`src/rtl/sram_word_ctrl.sv`:
```
// Word-access initiator for a byte-wide synchronous SRAM.
// Each 32-bit host request becomes four little-endian byte accesses.
module sram_word_ctrl #(
  parameter int unsigned ADDR_W = 17
) (
  input  logic              clk,
  input  logic              rst,
  input  logic              req_valid,
  output logic              req_ready,
  input  logic              req_we,
  input  logic [ADDR_W-3:0] req_addr,
  input  logic [31:0]       req_wdata,
  output logic              resp_valid,
  output logic [31:0]       resp_rdata,
  output logic              mem_cs,
  output logic              mem_we,
  output logic              mem_read,
  output logic [ADDR_W-1:0] mem_addr,
  output logic [7:0]        mem_datain,
  input  logic [7:0]        mem_dataout
);

  localparam int unsigned WA_W = ADDR_W - 2;

  typedef enum logic [2:0] {
    IDLE     = 3'd0,
    WR       = 3'd1,
    RD       = 3'd2,
    RD_DRAIN = 3'd3,
    DONE     = 3'd4
  } state_e;

  state_e            state_q, state_d;
  logic [1:0]        idx_q, idx_d;
  logic [WA_W-1:0]   addr_q, addr_d;
  logic [31:0]       wdata_q, wdata_d;
  logic [31:0]       rdata_q, rdata_d;

  logic              req_ready_q, req_ready_d;
  logic              resp_valid_q, resp_valid_d;
  logic [31:0]       resp_rdata_q, resp_rdata_d;
  logic              mem_cs_q, mem_cs_d;
  logic              mem_we_q, mem_we_d;
  logic              mem_read_q, mem_read_d;
  logic [ADDR_W-1:0] mem_addr_q, mem_addr_d;
  logic [7:0]        mem_datain_q, mem_datain_d;

  // State register with the latched request and read assembly buffer
  always_ff @(posedge clk) begin
    if (rst) begin
      state_q <= IDLE;
      idx_q   <= 2'd0;
      addr_q  <= '0;
      wdata_q <= 32'd0;
      rdata_q <= 32'd0;
    end else begin
      state_q <= state_d;
      idx_q   <= idx_d;
      addr_q  <= addr_d;
      wdata_q <= wdata_d;
      rdata_q <= rdata_d;
    end
  end

  // Next-state logic; read bytes land one cycle behind the address
  always_comb begin
    state_d = state_q;
    idx_d   = idx_q;
    addr_d  = addr_q;
    wdata_d = wdata_q;
    rdata_d = rdata_q;
    unique case (state_q)
      IDLE: begin
        if (req_valid && req_ready_q) begin
          addr_d  = req_addr;
          wdata_d = req_wdata;
          idx_d   = 2'd0;
          state_d = req_we ? WR : RD;
        end
      end
      WR: begin
        idx_d = idx_q + 2'd1;
        if (idx_q == 2'd3) state_d = DONE;
      end
      RD: begin
        idx_d = idx_q + 2'd1;
        case (idx_q)
          2'd1:    rdata_d[7:0]   = mem_dataout;
          2'd2:    rdata_d[15:8]  = mem_dataout;
          2'd3:    rdata_d[23:16] = mem_dataout;
          default: ;
        endcase
        if (idx_q == 2'd3) state_d = RD_DRAIN;
      end
      RD_DRAIN: begin
        rdata_d[31:24] = mem_dataout;
        state_d        = DONE;
      end
      DONE:    state_d = IDLE;
      default: state_d = IDLE;
    endcase
  end

  // Output decode from the upcoming state, registered below
  always_comb begin
    req_ready_d  = (state_d == IDLE);
    resp_valid_d = (state_d == DONE);
    mem_we_d     = (state_d == WR);
    mem_read_d   = (state_d == RD);
    mem_cs_d     = mem_we_d || mem_read_d;
    mem_addr_d   = mem_addr_q;
    mem_datain_d = mem_datain_q;
    resp_rdata_d = resp_rdata_q;
    if (mem_cs_d) mem_addr_d = {addr_d, idx_d};
    if (mem_we_d) mem_datain_d = 8'(wdata_d >> {idx_d, 3'b000});
    if (state_q == RD_DRAIN) resp_rdata_d = rdata_d;
  end

  always_ff @(posedge clk) begin
    if (rst) begin
      req_ready_q  <= 1'b1;
      resp_valid_q <= 1'b0;
      resp_rdata_q <= 32'd0;
      mem_cs_q     <= 1'b0;
      mem_we_q     <= 1'b0;
      mem_read_q   <= 1'b0;
      mem_addr_q   <= '0;
      mem_datain_q <= 8'd0;
    end else begin
      req_ready_q  <= req_ready_d;
      resp_valid_q <= resp_valid_d;
      resp_rdata_q <= resp_rdata_d;
      mem_cs_q     <= mem_cs_d;
      mem_we_q     <= mem_we_d;
      mem_read_q   <= mem_read_d;
      mem_addr_q   <= mem_addr_d;
      mem_datain_q <= mem_datain_d;
    end
  end

  assign req_ready  = req_ready_q;
  assign resp_valid = resp_valid_q;
  assign resp_rdata = resp_rdata_q;
  assign mem_cs     = mem_cs_q;
  assign mem_we     = mem_we_q;
  assign mem_read   = mem_read_q;
  assign mem_addr   = mem_addr_q;
  assign mem_datain = mem_datain_q;

endmodule

```
`config.mk`:
```
export PLATFORM = sky130hd
export DESIGN_NAME = sram_word_ctrl
export DESIGN_NICKNAME = d
export VERILOG_FILES = /design/src/rtl/sram_word_ctrl.sv
export SDC_FILE = /design/constraint.sdc
export NUM_CORES = 1
export LEC_CHECK = 0
export BUFFER_PORTS_ARGS = -buffer_cell sky130_fd_sc_hd__buf_4
export CORE_MARGIN = 4
export CORE_UTILIZATION = 40
export DETAILED_ROUTE_END_ITERATION = 8
export MAX_ROUTING_LAYER = met4
export PLACE_DENSITY = 0.65
export SETUP_SLACK_MARGIN = 0.05
export SLEW_MARGIN = 20
export SYNTH_ARGS = -nofsm -noshare
export SYNTH_HDL_FRONTEND = slang
export SYNTH_SLANG_ARGS = --single-unit
```
`constraint.sdc`:
```
create_clock -name clk -period 4.5 [get_ports clk]
set_input_delay 0.9 -clock clk [delete_from_list [all_inputs] [get_ports clk]]
set_output_delay 0.9 -clock clk [all_outputs]
set_load 0.01 [all_outputs]
```
# Yosys cells after proc, flatten, opt, wreduce, memory -nomap -nowiden
# Cells that the tools add are included.
[word_totals]
latchBits = 0
rom_bits = 0
out_inout_bits = 62
n_memories = 0
word_cells = 45
inputBits = 59
ramBits = 0
register_bits = 146
[op_classes]
n_eq_ne = 9
order_cmp = 0
shifts = 1
multipliers = 0
bitwise = 0
addsub = 1
n_reduce_logical = 5
n_div = 0
muxes = 16
[op_table]
columns = ["op", "n"]
rows = [
  ["2-to-1 mux 32 bit", 2],
  ["2-to-1 mux 8 bit", 4],
  ["right shift 32 x 5 -> 8 bit", 1],
  ["2-to-1 mux 15 bit", 2],
  ["2-to-1 mux 24 bit", 1],
  ["one-hot mux 3 bit (4 select lines)", 1],
  ["== test 3 x 2 -> 1 bit, second input constant", 3],
  ["2-to-1 mux 3 bit", 3],
  ["== test 3 x 1 -> 1 bit, second input constant", 2],
  ["zero test 3 bit", 2],
  ["== test 2 bit, second input constant", 2],
  ["2-to-1 mux 2 bit", 2],
  ["one-hot mux 2 bit (2 select lines)", 1],
  ["== test 3 bit, second input constant", 1],
  ["adder 2 x 1 -> 2 bit, second input constant", 1],
  ["== test 2 x 1 -> 1 bit, second input constant", 1],
  ["OR reduction 2 bit", 1],
  ["logical AND 1 bit", 1],
  ["logical OR 1 bit", 1],
]

# Depth between registers and ports, before layout
# Gate-level depths: netlist of the first run.
[depth]
word_depth = 5
ltp_mapped = 8
mapped_depth_nobuf = 6

# Worst setup path before layout of the first run
# Ideal clock, no wire load.
[synth_timing]
path_type = "in2reg"
startpoint = "input req_valid"
endpoint = "register mem_datain_q[0], in the netlist mem_datain[0]"
cell_stages = 6
path_slack_ns = 2.214
arrival_time_ns = 2.164
required_ns = 4.378
cell_sequence = "nand2_1 > or2_1 > or3_4 > buf_6 > o21a_1 > a221o_1"
[synth_via]
elab_chain_cells = 4
[synth_rtl]
columns = ["element", "line_no", "text"]
rows = [
  ["from (decl)", "8", "input logic req_valid,"],
  ["logical AND 1 bit (*)", "74", "if (req_valid && req_ready_q) begin"],
  ["2-to-1 mux 2 bit (tied with other cells)", "74", ""],
  ["one-hot mux 2 bit (2 select lines) (tied with other cells)", "72", "unique case (state_q)"],
  ["right shift 32 x 5 -> 8 bit / == test 3 x 1 -> 1 bit (equally long branches)", "115, 108", ""],
  ["to (signal assigned)", "137", "mem_datain_q <= mem_datain_d;"],
  ["to (decl)", "46", "logic [7:0] mem_datain_q, mem_datain_d;"],
]
# Mark *: on every way between the ends. The rest lies on a longest branch, timed or not.
# A chain may end at the register's enable or synchronous reset.

# Worst setup path after layout of the first run
[layout_timing]
startpoint = "register state_q[0]"
endpoint = "register mem_datain_q[5], in the netlist mem_datain[5]"
[layout_via]
elab_chain_cells = 4
[layout_rtl]
columns = ["element", "line_no", "text"]
rows = [
  ["from (decl)", "33", "state_e state_q, state_d;"],
  ["from (signal assigned)", "57", "state_q <= state_d;"],
  ["== test 3 x 2 -> 1 bit / == test 3 x 1 -> 1 bit (equally long branches)", "72", ""],
  ["OR reduction 2 bit (no line)", "--", ""],
  ["one-hot mux 2 bit (2 select lines)", "72", ""],
  ["right shift 32 x 5 -> 8 bit", "115", "if (mem_we_d) mem_datain_d = 8'(wdata_d >> {idx_d, 3'b000});"],
]
# Parallel ways exist; a longest one is shown, timed or not.

==> results of run 1 <==
worst min-delay path, cell delays in order (launching register included):
cell and delay, ps:
dfxtp_1 310, nand2_1 50, a21oi_1 50
sequential cells by signal (all words and copies together), names as in the netlist:
register and count:
idx_q 2, state_q 3, rdata_q 24, wdata_q 32
mem_read 1, mem_cs 1, resp_rdata 32, mem_we 1
addr_q 15, mem_addr 17, resp_valid 1, mem_datain 8
req_ready 1
cell families (layout without fill, tap and decap cells):
kind of cell             Yosys count  count (layout)  synth area share, %
AO/OA/AOI/OAI                    143             143                17.84
AND/OR/NAND/NOR                  208             208                16.65
buffers and inverters             51             160                4.774
XOR/XNOR                           1               1               0.1663
flip-flops                       138             138                52.45
adder cells (fa/ha/maj)            3               3               0.7127
multiplexers                      39              39                7.411
through the flow:
step           cell area (sq um)  instances
3_5_place_dp                6186        832
6_report                    6843        864
2_1_floorplan               5268        583
4_1_cts                     6839        864
5_1_grt                     6843        864
3_3_place_gp                6175        831
cell usage in the layout, fill, tap and decap left out, types with 2 or more instances in the layout:
master and n:
nor2_1 89, dfxtp_1 138, o21a_1 9, clkinvlp_4 2
ha_1 3, a211oi_1 41, a221o_1 8, a21oi_1 52
buf_4 124, clkinv_4 2, mux2i_1 39, a31oi_1 8
nor3_1 3, clkbuf_8 2, nand2_1 82, bufinv_16 5
nand3_1 17, clkinv_2 2, clkbuf_16 17, clkbuf_1 2
a211o_1 2, inv_1 3, or2_1 2, nor2b_1 2
o21ai_0 17, and3_1 5
worst paths after layout:
check | endpoint | cells after the start
max | mem_datain[5] | 5
min reg2reg | wdata_q[13] | 2
max reg2reg | mem_datain[5] | 5
min | wdata_q[13] | 2
power by group:
part / switching (mW) / internal, mW / total (mW)
Combinational: 0.264 / 0.200 / 0.464
Clock: 0.501 / 1.01 / 1.51
Sequential: 0.0581 / 1.31 / 1.37
Total: 0.824 / 2.52 / 3.35
cells in the mapped netlist, types with 2 or more instances:
library cell    n  area, sq um
buf_2          14        70.07
a221o_1         8        80.08
nor3_1          3        15.01
a211o_1         2        17.52
clkbuf_1       25        93.84
dfxtp_1       138         2763
or2_1           2        12.51
a211oi_1       41        307.8
o21ai_0        17        85.08
ha_1            3        37.54
nor2b_1         2        12.51
nand2_1        82        307.8
a31oi_1         8        50.05
and3_1          6        37.54
a21oi_1        53        265.3
buf_6           5        56.30
buf_1           2        7.510
inv_1           3        11.26
o21a_1          9        67.56
nand3_1        17        85.08
mux2i_1        39        390.4
nor2_1         89        334.1
layout make-up:
cell class	instances	area share, %
Sequential cell	138	40.37
Multi-Input combinational cell	394	33.00
Inverter	3	0.1646
Clock inverter	11	2.816
Clock buffer	21	6.729
Tap cell	172	3.145
Timing Repair Buffer	125	13.77
layer usage:
metal,vias up,wire length [um]
li1,2216,-
met1,2098,5887
met2,127,6765
met3,12,688
met4,0,169
met5,-,0
==> impl_metrics.json, run 1 <==
{
  "post-route-period-util_pct": 56.84,
  "synth-main-ff-cell": "dfxtp_1",
  "yosysSeqAreaShare_pct": 52.45,
  "cts_resized": 0,
  "detail_route.wl_per_cell_um": 15.64,
  "mappedNetlistArea_sq_um": 5268,
  "cts.root.buffer_cell": "clkbuf_16",
  "achievable-frequency_mhz": 391.0,
  "max_stage_delay_ps": 740,
  "clkSinkCount": 138,
  "synthesis.nets": 645,
  "globalRoute.totalOverflow": 0,
  "max_cap_viol_count": 0,
  "synth.yosys.warnings": 0,
  "place.port_buffers": 120,
  "drc": 0,
  "timing.setup.tns_ps": 0,
  "maxSlewHeadroom_pct": 33.32,
  "synth-edff-count": 0,
  "synth_cell_type_count": 37,
  "pre_cts_slack_ps": 1684,
  "start_kind": "flip-flop",
  "finClkSkew_ps": 7.724,
  "post_route_utilization_pct": 53.57,
  "via_count": 4453,
  "groute.usage.overall_pct": 18.61,
  "boundaryPins": 121,
  "synth_area_per_cell_sq_um": 9.035,
  "grtUsageMet3_pct": 4.286,
  "layout.area.seq_sq_um": 2763,
  "cp-end-kind": "flip-flop",
  "worst-path-max-fanout": 17,
  "cts_htree_levels": 4,
  "postLayoutSetupSlackWorst_ps": 1942,
  "cp_top_family": "compound AO/OA/AOI/OAI gates",
  "setup_viol_count_final": 0,
  "synth-async-reset-ratio_pct": 0,
  "initial_cell_density_of_the_core_pct": 41.24,
  "final_layout_size_suffix_gt1_share_pct": 23.55,
  "ant_nets": 0,
  "cts-root-to-sink-buffers": 2,
  "timing.critical_path.slowest_stage_cell": "dfxtp_1",
  "cts_buffers": 17,
  "postSynthRegisterBits": 138,
  "routed_wl_mm": 13.51,
  "grt-busiest-layer": "met2",
  "drt_first_pass_iters": 4,
  "die_footprint_sq_um": 15070,
  "worst_r2r_startpoint": "state_q[0]",
  "clock_insertion_delay_worst_skew_ps": 410,
  "critical_path_required_ps": 4790,
  "grt_first_pass_wirelength_mm": 21.29,
  "fill_cells": 1148,
  "multi_input_gate_area_sq_um": 2258,
  "number_of_global_route_vias_before_repair": 4315,
  "path_cells": "xnor2_1 > or3_1 > a31oi_1 > a21oi_1 > a221o_1",
  "period_needed_ps": 2558,
  "run_status": "finished clean",
  "register_clock_pin_slew_on_the_reported_worst_setup_and_hold_paths_ps": 60,
  "timing_worst_setup_path_type": "reg -> reg",
  "area_delta_synth_final_pct": 29.90,
  "arrival_ps": 2850,
  "power_mw": 3.346,
  "postCtsSetupRepairBufs": 0,
  "power.density_nw_per_um2": 489.0,
  "syn_inst": 583,
  "place_congestion": 0.8397,
  "worst_pin_slew_ps": 1000,
  "final.hold.worst_slack_ps": 455.1,
  "placementRows": 41,
  "rsz0062_at_grt": "no",
  "largest_net_degree_at_the_start_of_global_routing": 103,
  "post_drt_via_cell_ratio": 5.154,
  "hold_violations": 0,
  "ir_worst_vdd_mv": 0.2685,
  "worst-r2r-setup-slack_ps": 1940,
  "hold_buffers": 0,
  "slew_violations": 0,
  "antenna_cells": 0,
  "die_h_um": 122.8,
  "initial_antenna_violation_count": 0,
  "path_buf_inv": 0,
  "leak_pwr_nw": 2.703,
  "gr-usage-met2_pct": 30.13,
  "min_path_type": "reg -> reg",
  "nNetsFinal": 741,
  "met1_track_demand_over_resource_pct": 22.49,
  "fp.coreArea_sq_um": 12770,
  "clock_tree_from_tritoncts": "yes",
  "detailed_placement_hpwl_mm": 9.186,
  "die_x_um": 122.8,
  "critical_path_startpoint": "state_q[0]",
  "worst_hold_start": "wdata_q[13]",
  "initialDrtViolationCount": 305
}
Power figures use the tool's default switching activity.
==> inputs of run 2 (changes only) <==
--- a/config.mk
+++ b/config.mk
@@ -5,12 +5,13 @@
 export SDC_FILE = /design/constraint.sdc
 export NUM_CORES = 1
 export LEC_CHECK = 0
+export ABC_AREA = 1
 export BUFFER_PORTS_ARGS = -buffer_cell sky130_fd_sc_hd__buf_4
 export CORE_MARGIN = 4
 export CORE_UTILIZATION = 40
 export DETAILED_ROUTE_END_ITERATION = 8
 export MAX_ROUTING_LAYER = met4
-export PLACE_DENSITY = 0.65
+export PLACE_DENSITY = 0.64
 export SETUP_SLACK_MARGIN = 0.05
 export SLEW_MARGIN = 20
 export SYNTH_ARGS = -nofsm -noshare
==> constraint.sdc (replaced) <==
create_clock -name clk -period 2.5 [get_ports clk]
set_input_delay 0.5 -clock clk [delete_from_list [all_inputs] [get_ports clk]]
set_output_delay 0.5 -clock clk [all_outputs]
set_load 0.01 [all_outputs]
==> run 2 against run 1 <==
Clock power grew 77%. Hold slack lost 120 ps. Non-clock buffer count grew 8. Design area grew 9.7%. Wire length grew 9.6%. Fmax grew 39%. Utilization shrank 0.30 points. Sequential share of layout area shrank 3.6 points. Clock skew shrank 0.84 ps. Area after synthesis grew 11%. Critical path type unchanged. Largest power group unchanged.
==> impl_metrics.json, run 2 <==
{
  "timing_worst_setup_path_type": "reg -> reg",
  "detail_route.wl_per_cell_um": 13.74,
  "slew_violations": 0,
  "arrival_ps": 2190,
  "syn_inst": 779,
  "die_h_um": 128.9,
  "final_cell_mix": "nand2_1 (270), dfxtp_1 (138), buf_4 (132)",
  "register_clock_pin_slew_on_the_reported_worst_setup_and_hold_paths_ps": 60,
  "hold_violations": 0,
  "boundaryPins": 121,
  "cts_htree_levels": 4,
  "die_footprint_sq_um": 16600,
  "final_layout_size_suffix_gt1_share_pct": 20.27,
  "cts_resized": 0,
  "path_cells": "inv_1 > ha_1 > inv_1 > nand2_1 > nand2_2 > clkinv_1 > nand3_1 > nand2_1 > a21oi_1",
  "ir_worst_vdd_mv": 0.4515,
  "clock_tree_from_tritoncts": "yes",
  "synth-main-ff-cell": "dfxtp_1",
  "hold_buffers": 0,
  "timing.setup.tns_ps": 0,
  "synth_cell_type_count": 28,
  "cts-root-to-sink-buffers": 2,
  "cts.root.buffer_cell": "clkbuf_16",
  "number_of_global_route_vias_before_repair": 5112,
  "die_x_um": 128.9,
  "post_synth_mux_area_share_pct": 6.704,
  "synth.yosys.warnings": 0,
  "clock_insertion_delay_worst_skew_ps": 420,
  "yosysMostFrequentCell": "nand2_1",
  "timing.critical_path.slowest_stage_cell": "dfxtp_1",
  "start_kind": "flip-flop",
  "drc": 0,
  "grt_first_pass_wirelength_mm": 24.94,
  "power_mw": 6.424,
  "postCtsSetupRepairBufs": 0,
  "synth.cells.most_frequent": "nand2_1 (270), dfxtp_1 (138), a21oi_1 (74), nor2_1 (68), nand3_1 (44)",
  "ant_nets": 0,
  "max_cap_viol_count": 0,
  "setup_viol_count_final": 0,
  "pwr-share-clk_pct": 41.6,
  "final.hold.worst_slack_ps": 332.5,
  "via_count": 5176,
  "maxSlewHeadroom_pct": 59.83,
  "initial_cell_density_of_the_core_pct": 41.44,
  "run_status": "finished clean",
  "initial_antenna_violation_count": 0,
  "yosysSeqAreaShare_pct": 47.29,
  "switching_share_pct": 27.52,
  "synthesis.nets": 841,
  "globalRoute.totalOverflow": 0,
  "power.sequential.fraction_pct": 38.7,
  "synth_area_leaders": "dfxtp_1 (47%), nand2_1 (17%), mux2i_1 (6.5%)",
  "drt_first_pass_iters": 4,
  "compound_gate_fraction_of_synth_area_pct": 8.717,
  "combinational_family_with_the_most_area_after_synthesis": "simple AND/OR/NAND/NOR gates",
  "dpl_cell_area_sq_um": 6870,
  "nNetsFinal": 947,
  "synth_area_per_cell_sq_um": 7.499,
  "place.port_buffers": 120,
  "layout.cells.most_common": "nand2_1",
  "mappedNetlistArea_sq_um": 5842,
  "min_path_type": "in -> reg",
  "adder_and_majority_gate_portion_of_the_synthesized_area_pct": 0.6425,
  "initialDrtViolationCount": 314,
  "cts_buffers": 17,
  "area_delta_synth_final_pct": 28.53,
  "fill_cells": 1412,
  "yosysTopAreaCellShare_pct": 47.29,
  "finClkSkew_ps": 6.885,
  "finalInstanceArea_sq_um": 7508,
  "leak_pwr_nw": 3.567,
  "pre_cts_slack_ps": 387.5,
  "postSynthRegisterBits": 138,
  "synth_xor_xnor_area_share_pct": 0,
  "fp.coreArea_sq_um": 14100,
  "groute.usage.overall_pct": 19.37,
  "post_drt_via_cell_ratio": 4.801,
  "clkSinkCount": 138,
  "largest_net_degree_at_the_start_of_global_routing": 44,
  "post-route-period-util_pct": 73.66,
  "placementRows": 43,
  "cp-end-kind": "flip-flop",
  "post-synth-top-area-cell": "dfxtp_1",
  "rsz0062_at_grt": "no",
  "worst-path-max-fanout": 10,
  "max_stage_delay_ps": 420,
  "detailed_placement_hpwl_mm": 10.33,
  "achievable-frequency_mhz": 543.0,
  "critical_path_required_ps": 2850,
  "place_congestion": 0.8107,
  "p_int_mw": 4.656,
  "synthSimpleGateAreaFrac_pct": 31.36,
  "cp_top_family": "simple AND/OR/NAND/NOR gates",
  "path_buf_inv": 3,
  "power.density_nw_per_um2": 855.5,
  "total_switching_power_mw": 1.768,
  "synth-async-reset-ratio_pct": 0,
  "period_needed_ps": 1841,
  "pwr-share-comb_pct": 19.7,
  "antenna_cells": 0,
  "worst_pin_slew_ps": 601.9,
  "synth-edff-count": 0,
  "routed_wl_mm": 14.81,
  "postLayoutSetupSlackWorst_ps": 658.5
}
run 2: cell count changes after synthesis, moves of 9 or more:
cell,previous run,this run
o21a_1,9,0
and2_1,0,15
a21oi_1,53,74
inv_1,3,21
a211oi_1,41,0
nor2_1,89,68
nand3_1,17,44
nand2_1,82,270
o21ai_0,17,26
nand3b_1,0,15
run 2: worst paths after layout:
check	from	end	slack [ps]	depth (start not counted)
setup / recovery	idx_q[0]	mem_datain[5]	660	9
hold reg to reg	resp_rdata[28]	resp_rdata[28]	460	2
setup reg to reg	idx_q[0]	mem_datain[5]	660	9
hold / removal	req_addr[4]	addr_q[4]	330	3
run 2: cell families (layout without fill, tap and decap cells):
| logic type | count (synthesis) | count (layout) |
|---|---|---|
| compound gates | 101 | 101 |
| fa+ha+maj | 3 | 3 |
| buf+inv | 71 | 190 |
| mux | 39 | 39 |
| simple gates | 427 | 427 |
| flops | 138 | 138 |
run 2: power by group through the flow:
| stage | clock network [mW] | registers [mW] | logic, mW |
|---|---|---|---|
| 3_3_place_gp | 0 | 2.54 | 1.27 |
| 2_1_floorplan | 0 | 2.55 | 0.812 |
| 4_1_cts | 2.72 | 2.49 | 1.28 |
| 5_1_grt | 2.82 | 2.51 | 1.45 |
| 6_report | 2.67 | 2.49 | 1.27 |
| 3_5_place_dp | 0 | 2.53 | 1.28 |
run 2: worst register-to-register path: cells and delay by family, from the launching register on:
family / cells / cell delay [ps]
flip-flops: 1 / 420
AO/OA/AOI/OAI: 1 / 110
AND/OR/NAND/NOR: 4 / 490
adder cells (fa/ha/maj): 1 / 300
buffers and inverters: 3 / 450
run 2: layer usage:
| metal | track usage, % | routed length, um |
|---|---|---|
| met5 | - | 0 |
| met1 | 24.55 | 6877 |
| met4 | 7.288 | 299 |
| met2 | 30.27 | 6768 |
| met3 | 4.317 | 866 |
run 2: cell type report:
class                           count  area [sq um]  share of cell area (%)
Clock inverter                     11         167.7                   2.233
Sequential cell                   138          2763                   36.79
Clock buffer                       21         470.5                   6.266
Tap cell                          180         225.2                   3.000
Inverter                           25         93.84                   1.250
Timing Repair Buffer              133          1011                   13.46
Multi-Input combinational cell    570          2778                   36.99
run 2: per-stage QoR:
step / instances / util [%]
after floorplan: 779 / -
after global placement: 1046 / 48.74
after detailed placement: 1046 / 48.74
after CTS: 1078 / 53.27
after global routing: 1078 / 53.27
final: 1078 / 53.27
==> inputs of run 3 (changes only) <==
==> constraint.sdc (replaced) <==
create_clock -name clk -period 1.93 [get_ports clk]
set_input_delay 0.386 -clock clk [delete_from_list [all_inputs] [get_ports clk]]
set_output_delay 0.386 -clock clk [all_outputs]
set_load 0.01 [all_outputs]
==> run 3 against run 2 <==
Total power increased by 29%. First-iteration DRC count increased by 4.1%. Die area unchanged. Clock-buffer cell count increased by 2. Sequential share of layout area decreased by 0.36 points. Utilization increased by 0.52 points. Global-route usage about the same. Design area increased by 0.98%. Sequential cell count unchanged. Critical path type is now reg -> out.
==> impl_metrics.json, run 3 (synthesis results as in run 2) <==
{
  "fp.coreArea_sq_um": 14100,
  "power.density_nw_per_um2": 1096,
  "numPlacedInstances": 1055,
  "slew_violations": 0,
  "register_clock_pin_slew_on_the_reported_worst_setup_and_hold_paths_ps": 60,
  "ant_nets": 0,
  "run_status": "finished clean",
  "dpl_cell_area_sq_um": 6950,
  "period_needed_ps": 1711,
  "initial_cell_density_of_the_core_pct": 41.44,
  "leak_pwr_nw": 3.614,
  "rsz0062_at_grt": "no",
  "antenna_cells": 0,
  "area_delta_synth_final_pct": 29.79,
  "final.hold.worst_slack_ps": 222.2,
  "cts-root-to-sink-buffers": 2,
  "clock_tree_from_tritoncts": "yes",
  "critical_path_required_ps": 1540,
  "max_cap_viol_count": 0,
  "post_layout_cell_count": 1085,
  "initialDrtViolationCount": 327,
  "groute.usage.overall_pct": 19.38,
  "power_mw": 8.308,
  "layout.cells.most_common": "nand2_1",
  "die_h_um": 128.9,
  "place_congestion": 0.8324,
  "worst_pin_slew_ps": 465.9,
  "worst_hold_start": "req_addr[6]",
  "maxSlewHeadroom_pct": 68.86,
  "detail_route.wl_per_cell_um": 14.14,
  "clkSinkCount": 138,
  "finalInstanceArea_sq_um": 7582,
  "start_kind": "flip-flop",
  "ir_worst_vdd_mv": 0.6301,
  "boundaryPins": 121,
  "timing_worst_setup_path_type": "reg -> out",
  "grt_first_pass_wirelength_mm": 25.04,
  "final_layout_size_suffix_gt1_share_pct": 21.22,
  "cts_buffers": 17,
  "final_cell_mix": "nand2_1 (270), buf_4 (140), dfxtp_1 (138)",
  "cts_resized": 0,
  "post_route_utilization_pct": 53.79,
  "post_drt_via_cell_ratio": 4.891,
  "timing.setup.tns_ps": 0,
  "number_of_global_route_vias_before_repair": 5198,
  "pre_cts_slack_ps": 218.1,
  "via_count": 5307,
  "placementRows": 43,
  "hold_violations": 0,
  "worst_r2r_startpoint": "state_q[1]",
  "hold_buffers": 0,
  "drt_first_pass_iters": 5,
  "arrival_ps": 1330,
  "cts_htree_levels": 4,
  "achievable-frequency_mhz": 584.4,
  "initial_antenna_violation_count": 0,
  "drc": 0,
  "clock_insertion_delay_worst_skew_ps": 420,
  "min_path_type": "in -> reg",
  "post-route-period-util_pct": 88.66,
  "postLayoutSetupSlackWorst_ps": 218.9,
  "fill_cells": 1402,
  "setup_viol_count_final": 0,
  "cp-end-kind": "output pin",
  "detailed_placement_hpwl_mm": 10.68,
  "globalRoute.totalOverflow": 0,
  "worst-path-max-fanout": 25,
  "routed_wl_mm": 15.34,
  "die_x_um": 128.9,
  "cts.root.buffer_cell": "clkbuf_16",
  "postCtsSetupRepairBufs": 0,
  "place.port_buffers": 120,
  "die_footprint_sq_um": 16600,
  "critical_path_startpoint": "req_ready",
  "finClkSkew_ps": 7.198,
  "nNetsFinal": 956,
  "largest_net_degree_at_the_start_of_global_routing": 52
}
run 3: cell types whose count changed in the layout (fill, tap and decap cells not counted), sizes merged:
cell,delta
buf,+9
clkinv,-3
clkbuf,+2
bufinv,-1
run 3: layout make-up:
type | count | area [sq um] | area share [%]
Multi-Input combinational cell | 570 | 2785 | 36.73
Timing Repair Buffer | 142 | 1091 | 14.39
Clock buffer | 23 | 508.0 | 6.700
Clock inverter | 7 | 112.6 | 1.485
Inverter | 25 | 97.59 | 1.287
Sequential cell | 138 | 2763 | 36.44
Tap cell | 180 | 225.2 | 2.970
run 3: final timing paths:
path	end	depth (start not counted)	slack [ps]
max	req_ready	2	220
max reg2reg	mem_datain[2]	10	220
min	addr_q[6]	3	220
min reg2reg	resp_rdata[28]	2	470
run 3: where the power goes:
part           internal, mW  total, mW  leakage [nW]  switching, mW
Clock                  2.22       3.39         0.307           1.18
Combinational         0.699       1.69          2.18          0.991
Sequential             3.09       3.23          1.12          0.133
Total                  6.01       8.31          3.61           2.30
run 3: critical path: stages, from the launching register on:
cell and delay, ps:
dfxtp_1 410, buf_4 300, buf_4 190
run 3: routing by layer:
metal / GRT usage [%] / share of wire [%] / routed length [um]
met1: 24.81 / 47 / 7147
met5: - / 0 / 0
met2: 30.09 / 47 / 7192
met3: 4.940 / 4.9 / 757
met4: 6.177 / 1.6 / 244
